<file path="src/rtl/uart_rx_fifo_pkg.sv">
// Shared constants and capture-FSM state encoding for the UART receive buffer.
package uart_rx_fifo_pkg;

  localparam int unsigned UART_RX_DEPTH  = 16;
  localparam int unsigned UART_RX_ADDR_W = $clog2(UART_RX_DEPTH);

  typedef enum logic [1:0] {
    CapIdle  = 2'd0,
    CapClear = 2'd1,
    CapWait  = 2'd2
  } cap_state_e;

endpackage

</file>
<file path="src/rtl/sync_fifo_fwft.sv">
// Generic single-clock first-word-fall-through FIFO with occupancy count.
module sync_fifo_fwft #(
  parameter int unsigned Width = 8,
  parameter int unsigned Depth = 16,
  parameter int unsigned AddrW = $clog2(Depth)
) (
  input  logic             clk,
  input  logic             rst,
  input  logic             push_i,
  input  logic [Width-1:0] wdata_i,
  input  logic             pop_i,
  output logic [Width-1:0] rdata_o,
  output logic             empty_o,
  output logic             full_o,
  output logic [AddrW:0]   count_o
);

  localparam int unsigned CntW = AddrW + 1;
  localparam logic [AddrW:0]   DepthCnt = CntW'(Depth);
  localparam logic [AddrW:0]   CntOne   = CntW'(1);
  localparam logic [AddrW-1:0] PtrOne   = AddrW'(1);

  logic [Width-1:0] mem_q [Depth];
  logic [AddrW-1:0] wr_ptr_q, rd_ptr_q;
  logic [AddrW:0]   count_q, count_d;
  logic             do_push, do_pop;

  assign empty_o = (count_q == '0);
  assign full_o  = (count_q == DepthCnt);
  assign count_o = count_q;
  assign rdata_o = empty_o ? '0 : mem_q[rd_ptr_q];

  // A pop on a full FIFO frees the slot the simultaneous push lands in.
  assign do_pop  = pop_i & ~empty_o;
  assign do_push = push_i & (~full_o | do_pop);

  always_comb begin
    count_d = count_q;
    case ({do_push, do_pop})
      2'b10:   count_d = count_q + CntOne;
      2'b01:   count_d = count_q - CntOne;
      default: count_d = count_q;
    endcase
  end

  always_ff @(posedge clk) begin
    if (rst) begin
      wr_ptr_q <= '0;
      rd_ptr_q <= '0;
      count_q  <= '0;
    end else begin
      if (do_push) wr_ptr_q <= wr_ptr_q + PtrOne;
      if (do_pop)  rd_ptr_q <= rd_ptr_q + PtrOne;
      count_q <= count_d;
    end
  end

  always_ff @(posedge clk) begin
    if (do_push) mem_q[wr_ptr_q] <= wdata_i;
  end

endmodule

</file>
<file path="src/rtl/uart_rx_fifo.sv">
// Receive-side buffer: captures each ready byte from the receiver, pulses its clear,
// and queues the byte in a FWFT FIFO with a sticky overflow flag.
module uart_rx_fifo
  import uart_rx_fifo_pkg::*;
#(
  parameter int unsigned DEPTH  = UART_RX_DEPTH,
  parameter int unsigned ADDR_W = $clog2(DEPTH)
) (
  input  logic              clk,
  input  logic              rst,
  input  logic              rx_ready_i,
  input  logic [7:0]        rx_data_i,
  output logic              rx_clear_o,
  input  logic              pop_i,
  output logic [7:0]        data_o,
  output logic              empty_o,
  output logic              full_o,
  output logic [ADDR_W:0]   count_o,
  output logic              overflow_o,
  input  logic              clr_ovf_i
);

  cap_state_e state_q, state_d;
  logic       push;
  logic       drop;
  logic       ovf_q;

  always_comb begin
    state_d    = state_q;
    rx_clear_o = 1'b0;
    push       = 1'b0;
    drop       = 1'b0;
    unique case (state_q)
      CapIdle: begin
        if (rx_ready_i) begin
          if (full_o && !pop_i) drop = 1'b1;
          else                  push = 1'b1;
          state_d = CapClear;
        end
      end
      CapClear: begin
        rx_clear_o = 1'b1;
        state_d    = CapWait;
      end
      CapWait: begin
        // Hold off until the receiver drops ready so one byte yields one push.
        if (!rx_ready_i) state_d = CapIdle;
      end
      default: state_d = CapIdle;
    endcase
  end

  always_ff @(posedge clk) begin
    if (rst) state_q <= CapIdle;
    else     state_q <= state_d;
  end

  // Set has priority so a drop coinciding with a clear is never lost.
  always_ff @(posedge clk) begin
    if (rst)            ovf_q <= 1'b0;
    else if (drop)      ovf_q <= 1'b1;
    else if (clr_ovf_i) ovf_q <= 1'b0;
  end

  assign overflow_o = ovf_q;

  sync_fifo_fwft #(
    .Width (8),
    .Depth (DEPTH),
    .AddrW (ADDR_W)
  ) u_fifo (
    .clk     (clk),
    .rst     (rst),
    .push_i  (push),
    .wdata_i (rx_data_i),
    .pop_i   (pop_i),
    .rdata_o (data_o),
    .empty_o (empty_o),
    .full_o  (full_o),
    .count_o (count_o)
  );

endmodule

</file>
<file path="config.mk">
export PLATFORM = sky130hd
export DESIGN_NAME = uart_rx_fifo
export DESIGN_NICKNAME = d
export VERILOG_FILES = /design/src/rtl/uart_rx_fifo_pkg.sv /design/src/rtl/sync_fifo_fwft.sv /design/src/rtl/uart_rx_fifo.sv
export SDC_FILE = /design/constraint.sdc
export NUM_CORES = 1
export LEC_CHECK = 0
export ABC_AREA = 1
export BUFFER_PORTS_ARGS = -buffer_cell sky130_fd_sc_hd__buf_2
export CAP_MARGIN = 20
export CORE_ASPECT_RATIO = 0.8
export CORE_MARGIN = 1.5
export CORE_UTILIZATION = 55
export CTS_CLUSTER_SIZE = 10
export DETAILED_ROUTE_END_ITERATION = 10
export MAX_ROUTING_LAYER = met4
export PLACE_DENSITY = 0.81
export SLEW_MARGIN = 20
export SYNTH_ARGS = -nofsm -noshare
export SYNTH_HDL_FRONTEND = slang
export SYNTH_SLANG_ARGS = --single-unit
</file>
<file path="constraint.sdc">
create_clock -name clk -period 2.95 [get_ports clk]
set_input_delay 0.4425 -clock clk [delete_from_list [all_inputs] [get_ports clk]]
set_output_delay 0.4425 -clock clk [all_outputs]
set_load 0.02 [all_outputs]
</file>
=== Word-level counts from Yosys, hierarchy flattened ===
Memories as Yosys holds them, arrays and structs flattened. A register that Yosys moved wholly into a read port is not among the register bits.
Cells that the tools add are included.

* Output and inout bits: 17
* Memories: 1
* Input port bits: 13
* Latch bits: 0
* Memory bits (read-only): 0
* Bits in writable memories: 128
* Word-level logic and storage cells: 47
* Flip-flop bits (word level): 16

* Reductions and logical operators: 7
* Bitwise gates (word level): 5
* Shifts and indexed selects: 0
* Equal/unequal tests: 7
* Multiply operators: 0
* Divide/modulo/power cells: 0
* $lt $le $gt $ge: 0
* Add/sub/neg operators: 4
* Muxes and demuxes: 18

{| class="wikitable"
|+ Memories
! name !! depth !! bits a word !! read ports !! clocked after memory_dff !! wr ports !! RTL line !! source
|-
| u_fifo.mem_q || 16 || 8 || 1 || 1 || 1 || sync_fifo_fwft.sv:23 || <nowiki>logic [Width-1:0] mem_q [Depth];</nowiki>
|}

{| class="wikitable"
|+ Operators with widths
! cell !! number
|-
| two-way mux 1 bit || 11
|-
| case mux 5 bit (2 select lines) || 1
|-
| adder 4 x 1 -> 4 bit (second input constant) || 2
|-
| two-way mux 4 bit || 2
|-
| two-way mux 8 bit || 1
|-
| case mux 2 bit (3 select lines) || 1
|-
| adder 5 x 1 -> 5 bit (second input constant) || 1
|-
| equality test 5 bit (second input constant) || 1
|-
| zero test 5 bit || 1
|-
| subtractor 5 x 1 -> 5 bit (second input constant) || 1
|-
| equality test 2 x 1 -> 1 bit (second input constant) || 2
|-
| equality test 2 bit (second input constant) || 2
|-
| two-way mux 2 bit || 2
|-
| inequality test 2 bit (second input constant) || 2
|-
| nonzero test 2 bit || 2
|-
| AND 1 bit || 2
|-
| zero test 2 bit || 1
|-
| NOT 1 bit || 2
|-
| AND reduction 2 bit || 1
|-
| logical AND 1 bit || 1
|-
| zero test 1 bit || 1
|-
| OR 1 bit || 1
|}

=== Logic depth before layout (Yosys ltp) ===
* Depth after elaboration: 8
* Depth in mapped cells: 17
* Mapped depth without buffers: 17

=== Cells and area by module ===
A second synthesis with hierarchy kept.

* Cell total of the unflattened synthesis: 573
* Area, all modules: 6321.1 um^2

{| class="wikitable"
|+ Modules (own cells, without submodules)
! module !! area an instance (um^2) !! cells each !! instances !! seq. area each (um^2)
|-
| sync_fifo_fwft || 6173.4 || 554 || 1 || 4184.0
|-
| uart_rx_fifo || 147.6 || 19 || 1 || 60.1
|}

=== Worst setup path after synthesis ===
Ideal clock, no wire load.

* Path kind: register to register
* Start: register u_fifo.count_q[0] (netlist: u_fifo.count_o[0])
* End: register u_fifo.count_q[2] (netlist: u_fifo.count_o[2])
* Arrival time: 1935 ps
* Buffers on the path: 0
* Setup slack: 899 ps
* Cell stages (with the launch flop): 15
* Period minus slack after synthesis: 2051 ps
* Data required time: 2835 ps
* Setup time: 115 ps
* Cells stage by stage: dfxtp_1 nor2_1 nand3_1 nand2_1 inv_2 ha_1 nand2_1 inv_1 nor2_1 ha_1 inv_1 nand2_1 xor2_1 o21ai_0 inv_1

* Elaborated cells on any way between the ends: 17
* Those cells by class: add/sub: 2; eq/ne: 3; mux: 4; bitwise: 5; reduce/logical: 3

{| class="wikitable"
|+ RTL lines
! item !! RTL line !! source
|-
| start: declaration || sync_fifo_fwft.sv:25 || <nowiki>logic [AddrW:0] count_q, count_d;</nowiki>
|-
| start signal: assignment || sync_fifo_fwft.sv:54 || <nowiki>count_q <= count_d;</nowiki>
|-
| zero test 5 bit (*) || sync_fifo_fwft.sv:28 || <nowiki>assign empty_o = (count_q == '0);</nowiki>
|-
| NOT 1 bit (*) || sync_fifo_fwft.sv:34 || <nowiki>assign do_pop = pop_i & ~empty_o;</nowiki>
|-
| AND 1 bit (*) || sync_fifo_fwft.sv:34 ||
|-
| net u_fifo.do_pop || sync_fifo_fwft.sv:26 || <nowiki>logic do_push, do_pop;</nowiki>
|-
| OR 1 bit || sync_fifo_fwft.sv:35 || <nowiki>assign do_push = push_i & (~full_o | do_pop);</nowiki>
|-
| AND 1 bit || sync_fifo_fwft.sv:35 ||
|-
| equality test 2 x 1 -> 1 bit or equality test 2 bit (tied branches) || sync_fifo_fwft.sv:39 || <nowiki>case ({do_push, do_pop})</nowiki>
|-
| case mux 5 bit (2 select lines) or nonzero test 2 bit (tied branches) || -- ||
|}

The timed path passes the listed nets; every way through them passes the cells marked *.
A chain may end at the register's enable or synchronous reset.

==> run summary <==
Run status - completed
RSZ-0062 raised after global routing - no
Post-route DRC violation count - 0
Layout cells sized above 1 - 11.7%
CTS tree - done
Post-CTS Hold Buffers - 0
Global-route wire length before repair - 21.7 mm
Final setup fails - 0
Clock skew - 7.00 ps
RR Endpoint - u_fifo.count_o[4]
CP delay by family, top - buffers and inverters
Via count - 4363
Ys flop type - edfxtp_1
Initial DRC Count - 440
CP Buf/Inv Count - 2
CTS Buf Count - 17
IO Port Bufs - 29
Initial Util - 57.0%
Num rows - 34
Part of the cycle the worst path needs - 91.3%
Count leader, synth - nand2_1
Worst setup SP type - register
Placed cell areas - 0.00648 mm²
Slew Limit Fails - 0
1st-pass router iterations - 5
Post-synth top area share - 61.4%
Register area share after synthesis - 67.8%
Number of synthesized flops with an enable pin - 128
Top-level I/O count - 30
Reg2Reg Depth - 16
Post-synthesis async set-or-reset flop share - 0%
Number of synthesized register bits - 148
Crit end category - primary output
Vias in the first global route - 4272
CP max FO - 26
Setup bufs post-CTS - 0
Final instance area - 0.00703 mm²
Total Routing Usage GR - 25.5%
Post-Syn Area - 0.00626 mm²
Pleak - 0.00272 µW
CP dominant cell by count - nand2_1
Synthesized instance count - 579
Final ANT Viol Nets - 0
Reg2reg start - u_fifo.count_o[0]
WP depth - 8
WP data required - 2510 ps
Nets - 635
Syn_area_per_cell - 10.8 µm²
Die Y - 98.4 µm
CTS clk-pin slew, worst paths - 60 ps
Cell taking the most area after synthesis - edfxtp_1
Largest net degree at the start of global routing - 65
Routability cong. - 0.865
Initial antenna violation count - 0
Hold Path Class - in2reg
Crit path time final - 2690 ps
Leading post-synthesis cells by instance count - nand2_1, edfxtp_1, nand3_1
Total of max-cap violations - 0
Clk buf depth - 2
WL/cell - 18.1 µm
Synth warn - 0
Flop2flop setup slack - 590 ps
Clock Sinks - 148
Worst-skew pair later-pin latency - 420 ps
Global route overflow - 0
Vias per cell - 5.67
Routed WL - 13.9 mm
Half-perimeter wire length after placement - 8.54 mm
Die X-Extent - 122 µm
Ranking of synthesized cells by area - edfxtp_1, nand2_1, nand3_1
Area grow syn2layout - 12.4%
Slew margin rel. - 43.5%
Post-synth cell types - 23
Core area - 0.0110 mm²
Worst Setup Path Type - reg2out
Critical Path End - data_o[4]
Worst-margin pin slew - 844 ps
H-tree depth - 4
Setup TNS - 0 ps
Final Hold Vio Count - 0
Crit path cell chain - buf_4, nand2_1, nand3_1, nand3_1, nand2_1, nand2_1, a21oi_1, buf_2
Number of antenna repair diodes - 0
Root Driver - clkbuf_16
Pwr dens - 878 mW/mm²
Crit-path max cell delay - 540 ps
Highest clock rate - 0.371 GHz
Die ar. - 0.0120 mm²
Worst vdd ir - 0.453 mV
CP arrival - 2250 ps
CTS-repair resized insts - 0
Hold WS - 210 ps
Syn_nets - 601
Slowest CP cell - dfxtp_2
worst register-to-register path: stages, from the launching register on:
cell and delay, ps:
dfxtp_1 370, nor2_1 210, nand3_1 130, nand2_1 150, inv_2 100, ha_1 300, nand2_1 100, inv_1 60
nor2_1 150, ha_1 170, inv_1 40, nand2_1 90, nand3_1 110, nand3b_1 100, nand3_1 90, nand2_1 70
inv_1 40
routing by layer:
layer | part of all wire (%) | track usage, %
met3 | 7.0 | 4.85
met4 | 2.2 | 11.7
met2 | 49 | 38.4
met1 | 42 | 33.7
met5 | 0 | -
placed cells by master (no fill, tap or decap), drive strengths merged, types with 2 or more instances in the layout:
master    netlist  routed
nor2           30      30
clkbuf          1      20
o21ai           6       6
a21oi          19      19
nand2         195     195
xor2            4       4
bufinv          0       2
nand3         107     107
edfxtp        128     128
xnor2           2       2
buf            24      40
ha              9       9
clkinvlp        0       2
dfxtp          20      20
inv            28      28
clkinv          1       8
area by class of cell:
| class | count | area, µm² |
|---|---|---|
| clock buffers | 20 | 437 |
| clock inverters | 11 | 113 |
| fillers | 834 | 3940 |
| inverters | 29 | 109 |
| multi-input cells | 377 | 1710 |
| flip-flops and latches | 148 | 4250 |
| well taps | 144 | 180 |
| repair buffers | 40 | 240 |
sequential cells by signal, summed over array words and instances (netlist names), named ones only:
register / count
u_fifo.mem_q: 128
u_fifo.count_o: 5
u_fifo.rd_ptr_q: 4
u_fifo.wr_ptr_q: 4
state_q: 2
overflow_o: 1
worst min-delay path by stage:
stage,endpoint,from,depth (start not counted)
after global routing,overflow_o,clr_ovf_i,2
after CTS,overflow_o,clr_ovf_i,2
after detailed placement,overflow_o,overflow_o,2
after floorplan,register,u_fifo.rd_ptr_q[2],2
after global placement,overflow_o,overflow_o,2
final,overflow_o,clr_ovf_i,2
through the flow:
stage	power [µW]	cells	setup slack [ps]	util, %
after CTS	6160	769	301	64.1
after global placement	4110	738	784	59.1
after detailed placement	4160	738	657	59.1
final	6170	769	257	64.1
after global routing	6470	769	175	64.1
after floorplan	3730	579	899	-
logic make-up (layout without fill, tap and decap cells):
kind of cell | Yosys count | count (layout) | share of synthesized area (%)
buffers and inverters | 54 | 100 | 4.84
AO/OA/AOI/OAI | 27 | 27 | 2.24
AND/OR/NAND/NOR | 335 | 335 | 22.4
flip-flops | 148 | 148 | 67.8
adder cells (fa/ha/maj) | 9 | 9 | 1.80
XOR/XNOR | 6 | 6 | 0.840
power by group:
| part | switching [µW] | total [µW] | internal, µW |
|---|---|---|---|
| sequential | 95.7 | 2460 | 2370 |
| combinational | 1180 | 1690 | 509 |
| clock | 791 | 2020 | 1230 |
Power figures use the tool's default switching activity.
